**src/rtl/sm83_timer_if.sv**
```systemverilog
// Bus bundle between the sm83 core's shared address/data nets and the timer block.
interface sm83_timer_if;
    logic [15:0] addr;
    logic [7:0]  w_data;
    logic        w_wen;
    logic [7:0]  r_data;
    logic        sel;
    logic        irq;

    modport master (output addr, w_data, w_wen, input r_data, sel, irq);
    modport slave  (input addr, w_data, w_wen, output r_data, sel, irq);
endinterface

```
**src/rtl/sm83_timer.sv**
```systemverilog
// DIV/TIMA/TMA/TAC divider-timer with delayed TMA reload and a one-cycle overflow irq.
module sm83_timer #(
    parameter logic [15:0] BASE_ADDR = 16'hFF04
) (
    input logic         clk,
    input logic         rst,
    sm83_timer_if.slave bus
);
    typedef enum logic [1:0] {IDLE, PENDING, RELOAD} state_t;

    state_t      state, state_nx;
    logic [15:0] div_cnt, off;
    logic [7:0]  tima, tma, tima_nx;
    logic [2:0]  tac;
    logic        t_prev, src_bit, tick_in, tick, irq_q, irq_nx;
    logic        wr_div, wr_tima, wr_tma, wr_tac;

    assign off     = bus.addr - BASE_ADDR;
    assign bus.sel = (off[15:2] == 14'd0);
    assign wr_div  = bus.w_wen & bus.sel & (off[1:0] == 2'd0);
    assign wr_tima = bus.w_wen & bus.sel & (off[1:0] == 2'd1);
    assign wr_tma  = bus.w_wen & bus.sel & (off[1:0] == 2'd2);
    assign wr_tac  = bus.w_wen & bus.sel & (off[1:0] == 2'd3);

    always_comb begin
        case (tac[1:0])
            2'b00:   src_bit = div_cnt[9];
            2'b01:   src_bit = div_cnt[3];
            2'b10:   src_bit = div_cnt[5];
            default: src_bit = div_cnt[7];
        endcase
    end

    // Falling edge of the gated source bit; DIV clears and TAC changes glitch it too.
    assign tick_in = tac[2] & src_bit;
    assign tick    = t_prev & ~tick_in;

    always_ff @(posedge clk) begin
        if (rst) state <= IDLE;
        else     state <= state_nx;
    end

    always_comb begin
        state_nx = IDLE;
        case (state)
            IDLE:    if (tick && !wr_tima && tima == 8'hFF) state_nx = PENDING;
            PENDING: state_nx = wr_tima ? IDLE : RELOAD;
            default: state_nx = IDLE;
        endcase
    end

    // TIMA priority: reload-hold (TMA write-through only) > CPU write > reload > tick.
    always_comb begin
        irq_nx  = (state == PENDING) && !wr_tima;
        tima_nx = tima;
        case (state)
            RELOAD:  if (wr_tma) tima_nx = bus.w_data;
            PENDING: tima_nx = (wr_tima || wr_tma) ? bus.w_data : tma;
            default: begin
                if (wr_tima)   tima_nx = bus.w_data;
                else if (tick) tima_nx = tima + 8'd1;
            end
        endcase
    end

    always_ff @(posedge clk) begin
        if (rst) begin
            div_cnt <= 16'd0;
            tima    <= 8'd0;
            tma     <= 8'd0;
            tac     <= 3'd0;
            t_prev  <= 1'b0;
            irq_q   <= 1'b0;
        end else begin
            div_cnt <= wr_div ? 16'd0 : div_cnt + 16'd1;
            tima    <= tima_nx;
            if (wr_tma) tma <= bus.w_data;
            if (wr_tac) tac <= bus.w_data[2:0];
            t_prev  <= tick_in;
            irq_q   <= irq_nx;
        end
    end

    assign bus.irq = irq_q;

    always_comb begin
        bus.r_data = 8'h00;
        if (bus.sel) begin
            case (off[1:0])
                2'd0:    bus.r_data = div_cnt[15:8];
                2'd1:    bus.r_data = tima;
                2'd2:    bus.r_data = tma;
                default: bus.r_data = {5'b11111, tac};
            endcase
        end
    end
endmodule

```
**src/flat_wrapper.sv**
```systemverilog
// flat-port wrapper written by rule: the top's interface ports become plain ports
module sm83_timer_flat 
#(
    parameter logic [15:0] BASE_ADDR = 16'hFF04
)
  (clk, rst, bus_addr, bus_w_data, bus_w_wen, bus_r_data, bus_sel, bus_irq);
  sm83_timer_if bus_i ();
  input logic clk;
  input logic rst;
  input wire logic [$bits(bus_i.addr)-1:0] bus_addr;
  input wire logic [$bits(bus_i.w_data)-1:0] bus_w_data;
  input wire logic [$bits(bus_i.w_wen)-1:0] bus_w_wen;
  output wire logic [$bits(bus_i.r_data)-1:0] bus_r_data;
  output wire logic [$bits(bus_i.sel)-1:0] bus_sel;
  output wire logic [$bits(bus_i.irq)-1:0] bus_irq;
  assign bus_i.addr = bus_addr;
  assign bus_i.w_data = bus_w_data;
  assign bus_i.w_wen = bus_w_wen;
  assign bus_r_data = bus_i.r_data;
  assign bus_sel = bus_i.sel;
  assign bus_irq = bus_i.irq;
  sm83_timer #(.BASE_ADDR(BASE_ADDR)) u_core (.clk(clk), .rst(rst), .bus(bus_i));
endmodule
```
**config.mk**
```make
export PLATFORM = sky130hd
export DESIGN_NAME = sm83_timer_flat
export DESIGN_NICKNAME = d
export VERILOG_FILES = /design/src/rtl/sm83_timer_if.sv /design/src/rtl/sm83_timer.sv /design/src/flat_wrapper.sv
export SDC_FILE = /design/constraint.sdc
export NUM_CORES = 1
export LEC_CHECK = 0
export ABC_AREA = 1
export BUFFER_PORTS_ARGS = -buffer_cell sky130_fd_sc_hd__buf_2
export CORE_MARGIN = 5
export CORE_UTILIZATION = 60
export DETAILED_ROUTE_END_ITERATION = 10
export PLACE_DENSITY = 0.93
export SETUP_SLACK_MARGIN = 0.1
export SLEW_MARGIN = 20
export SYNTH_ARGS = -nofsm -noshare
export SYNTH_HDL_FRONTEND = slang
export SYNTH_SLANG_ARGS = --single-unit
```
**constraint.sdc**
```tcl
create_clock -name clk -period 3.3 [get_ports clk]
set_input_delay 0.165 -clock clk [delete_from_list [all_inputs] [get_ports clk]]
set_output_delay 0.165 -clock clk [all_outputs]
set_load 0.005 [all_outputs]
```
# Yosys cells after proc, flatten, opt, wreduce, memory -nomap -nowiden
# Index checks and enable logic that the tools add are counted.
# Widths: inputs -> output; s select.
[totals] register_bits=39 in_bits=27 out_inout_bits=10
[classes] add_sub_neg=3 n_eq_ne=9 mux=11 bitwise_logic=8 n_reduce_logical=12
[op_table] operator="$mux 8" count=5
[op_table] operator="$pmux 8 s3" count=1
[op_table] operator="$add 16x1->16 const B" count=1
[op_table] operator="$pmux 8 s2" count=1
[op_table] operator="$sub 16x16->16 const B" count=1
[op_table] operator="$logic_not 14->1" count=1
[op_table] operator="$add 8x1->8 const B" count=1
[op_table] operator="$eq 2x2->1 const B" count=4
[op_table] operator="$eq 8x8->1 const B" count=1
[op_table] operator="$and 1x1->1" count=7
[op_table] operator="$eq 2x1->1 const B" count=3
[op_table] operator="$logic_not 2->1" count=3
[op_table] operator="$pmux 2 s2" count=1
[op_table] operator="$reduce_bool 4->1" count=1
[op_table] operator="$logic_and 1x1->1" count=3
[op_table] operator="$pmux 1 s3" count=1
[op_table] operator="$mux 2" count=1
[op_table] operator="$ne 2x1->1 const B" count=1
[op_table] operator="$reduce_and 2->1" count=1
[op_table] operator="$reduce_or 2->1" count=1
[op_table] operator="$logic_not 1->1" count=1
[op_table] operator="$logic_or 1x1->1" count=1
[op_table] operator="$mux 1" count=1
[op_table] operator="$not 1->1" count=1

# Longest topological paths before layout
[logic_depth] word_depth=9 ltp_mapped=15 ltp_nobuf=15

# Worst setup path before layout
# OpenSTA, ideal clock, no wires.
[synth_timing] path_type="reg2reg" start="reg u_core.div_cnt[0]" end="reg u_core.div_cnt[14]" setup_ns=0.064 arrival_time_ns=1.598 slack_ns=1.638 path_stages_with_launch=11 path_buffers=0 path_cell_list="dfxtp_1 > ha_1 > nand2_1 > nor2_1 > inv_1 > nor3_1 > nand2_1 > nor3_1 > xor2_1 > inv_1 > nor2_1"
[synth_between] elab_chain_cells=1
[synth_rtl] element="start, declared" line="sm83_timer.sv:12" source="logic [15:0] div_cnt, off;"
[synth_rtl] element="start signal, assigned" line="sm83_timer.sv:75" source="div_cnt <= wr_div ? 16'd0 : div_cnt + 16'd1;"
[synth_rtl] element="$add 16x1->16" line="sm83_timer.sv:75"
# No other way between the ends.
# A chain may end at the register's enable or synchronous reset.

# Final worst setup path
[layout_timing] start="in bus_addr[5]" end="out bus_r_data[1]"
[layout_between] elab_chain_cells=3
[layout_rtl] element="start, declared" line="flat_wrapper.sv:10" source="input wire logic [$bits(bus_i.addr)-1:0] bus_addr;"
[layout_rtl] element="$sub 16x16->16" line="sm83_timer.sv:18" source="assign off = bus.addr - BASE_ADDR;"
[layout_rtl] element="$logic_not 14->1" line="sm83_timer.sv:19" source="assign bus.sel = (off[15:2] == 14'd0);"
[layout_rtl] element="$mux 8" line="sm83_timer.sv:88" source="if (bus.sel) begin"
[layout_rtl] element="end, declared" line="flat_wrapper.sv:13" source="output wire logic [$bits(bus_i.r_data)-1:0] bus_r_data;"
# No other way between the ends.

==> reports/qor.yml <==
num-fill-cells: 363
synth_nets: 460
hold_depth: 2
netlist.top_cell.by_area: "dfxtp_1"
clock_latency_ns: 0.29
holdCritStartpoint: "rst"
start_util_pct: 61.49
p_comb_share_pct: 8.8
grt_usage_pct: 24.29
final_layout_size_suffix_gt1_share_pct: 14.38
worst-endpoint-arrival_ns: 1.86
power_leakage_nw: 1.332
worstPathCellList: "buf_2 > nor2_4 > nand3_4 > nand3b_1 > nand2_1 > nor2_1 > nand3_1 > nor2_2 > inv_1 > a41oi_1 > buf_2"
cts_tree: "done"
setup_slack_ns: 1.271
diodes: 0
worstRegToRegCells: 10
worst_path_max_delay_cell: "a41oi_1"
synth_top_cells_by_area: "dfxtp_1 29%, nand2_1 14%, inv_1 9.0%"
drtAntennaViolNets: 0
dp.cells: 510
drv_cap: 0
required_ns: 3.13
path_class: "in -> out"
cts_root_buf: "clkbuf_8"
antenna_found_initial: 0
synth_area_sq_um: 2659
cts_resized: 0
die_x_um: 76.57
clockPowerShare_pct: 46.4
clk_path_buf_depth: 2
seq_area_sq_um: 760.7
fin_crit_ns: 2.029
vias: 3002
cp_num_buf_inv: 3
finalHoldViolCount: 0
ys_seq_area_share_pct: 28.61
synth_ff_type: "dfxtp_1"
r2r-start: "u_core.div_cnt[0]"
setup_tns_ns: 0
switching_share_pct: 23.21
slowest_delay_ns: 0.25
min_period_over_period_pct: 61.48
synth_common_cells: "96 x nand2_1, 64 x inv_1, 55 x nor2_1, 39 x a21oi_1, 38 x dfxtp_1"
power.total_w: 0.001032
htreeDepth: 2
synth_warnings: 0
cell_internal_pwr_w: 0.0007924
cts.clk_slew.worst_paths_ns: 0.08
r2r_setup_slack_ns: 1.27
status: "completed"
first_pass_iters: 7
worstSetupEndpointType: "output port"
seqPwrFrac_pct: 44.9
report.final.slew_viol_count: 0
holdPathEnd: "u_core.tima[6]"
synth_most_common_cell: "nand2_1"
grt_max_degree: 19
dp_hpwl_um: 5349
areaGrowthSynthToFinish_pct: 13.46
vias_per_cell: 5.795
skew_ns: 0.005883
syn-instance-count: 428
drt_iter0_drc: 235
num_io_pins: 37
synthArstFlopShare_pct: 0
synth_edf_count: 0
rr_endpoint: "u_core.div_cnt[14]"
fin_nets: 497
rsz0062_at_grt: "no"
portBuffers: 36
die_h_um: 76.57
layout.cells.non_filler: 518
synth-seq-cells: 38
worst_slew_pin_slew_ns: 0.6186
ir_drop_v: 0.0002934
place_congestion: 0.9372
core_area_sq_um: 4324
cts_buffers: 5
crit_top_cell: "buf_2"
timing.slew.headroom_pct: 58.61
final_util_pct: 69.76
powerDensity_nw_per_um2: 342.1
path_delay_family: "simple AND/OR/NAND/NOR gates"
rows: 24
drcViolationCount: 0
multiInputGateArea_sq_um: 1617
wl_um: 7188
synth.distinct_cells: 37
postCtsHoldBufs: 0
dieArea_sq_um: 5863
grt_pass1_vias: 2785
dp_slack_ns: 1.094
finalSetupViolCount: 0
net-switching-power_w: 0.0002395
grt_first_pass_wirelength_um: 12100
timing.fmax_mhz: 492.9
cts_sinks: 38
cp_max_fo: 10
crit_path_start_kind: "input pin"
routedWlPerCell_um: 13.88
hold_path.class: "in -> reg"
postCtsSetupBuffers: 0
synth.avg_cell_area_sq_um: 6.212
overflow: 0
yosysTopAreaCellShare_pct: 28.61
final cells by class:
class / count / share of cell area, %
flip-flops and latches: 38 / 25.22
clock inverters: 3 / 2.281
clock buffers: 5 / 2.281
well taps: 52 / 2.157
multi-input cells: 317 / 53.59
repair buffers: 36 / 5.973
inverters: 67 / 8.503
through the flow:
step,instance area (sq um),hold WS [ns]
3_5_place_dp,2879,0.4150
4_1_cts,3017,0.1046
2_1_floorplan,2659,0.2274
5_1_grt,3017,0.1125
6_report,3017,0.1083
3_3_place_gp,2879,0.4114
power by group through the flow:
stage / Combinational [W] / Clock, W / Sequential (W)
floorplan: 0.0000506 / 0 / 0.000473
global placement: 0.0000850 / 0 / 0.000474
detailed placement: 0.0000881 / 0 / 0.000474
CTS: 0.0000892 / 0.000483 / 0.000463
global route: 0.0000998 / 0.000503 / 0.000464
finish: 0.0000904 / 0.000478 / 0.000463
sequential cells by signal (all words and copies together) (netlist names):
register / cells
u_core.tima: 8
u_core.state: 2
u_core.tma: 8
u_core.t_prev: 1
u_core.tac: 3
u_core.div_cnt: 16
worst max-delay path by stage:
stage / start / end / slack [ns] / cells past startpoint
6_report: bus_addr[5] / bus_r_data[1] / 1.27 / 11
5_1_grt: u_core.div_cnt[0] / u_core.div_cnt[14] / 1.02 / 10
4_1_cts: u_core.div_cnt[0] / u_core.div_cnt[14] / 1.29 / 10
3_5_place_dp: bus_addr[5] / u_core.tima[7] / 1.09 / 14
3_3_place_gp: bus_addr[6] / u_core.tima[5] / 1.20 / 14
2_1_floorplan: u_core.div_cnt[0] / u_core.div_cnt[14] / 1.64 / 10
cells in the final DEF (no fill, tap or decap), drive strengths merged:
cell type  instances
a211oi             3
a21oi             41
a221oi             3
a31o               1
a31oi              1
a41oi              2
buf               36
bufinv             2
clkbuf             5
clkinv             3
dfxtp             38
ha                 5
inv               65
nand2            103
nand3             28
nand3b             1
nand4             10
nor2              62
nor3               7
nor3b              5
nor4               1
o211ai             2
o21ai             30
o22ai              3
xnor2              4
xor2               5
metal layers:
metal / vias up / part of all wire [%] / wire length (um) / GRT usage, %
met5: - / 0 / 0 / 0
li1: 1471 / - / - / -
met2: 161 / 48 / 3483 / 40.84
met3: 33 / 8.1 / 579 / 4.019
met4: 0 / 2.9 / 208 / 9.266
met1: 1337 / 41 / 2916 / 30.89
logic make-up (layout without fill, tap and decap cells):
| logic type | count (synthesis) | after routing | synth area share (%) |
|---|---|---|---|
| and+or+nand+nor | 217 | 217 | 37.32 |
| AOI/OAI and AO/OA | 86 | 86 | 18.17 |
| adders and majority gates | 5 | 5 | 2.353 |
| DFF | 38 | 38 | 28.61 |
| buffers and inverters | 73 | 111 | 10.59 |
| xor gates and xnor gates | 9 | 9 | 2.964 |
No activity file was read; power rests on OpenSTA's default activity.
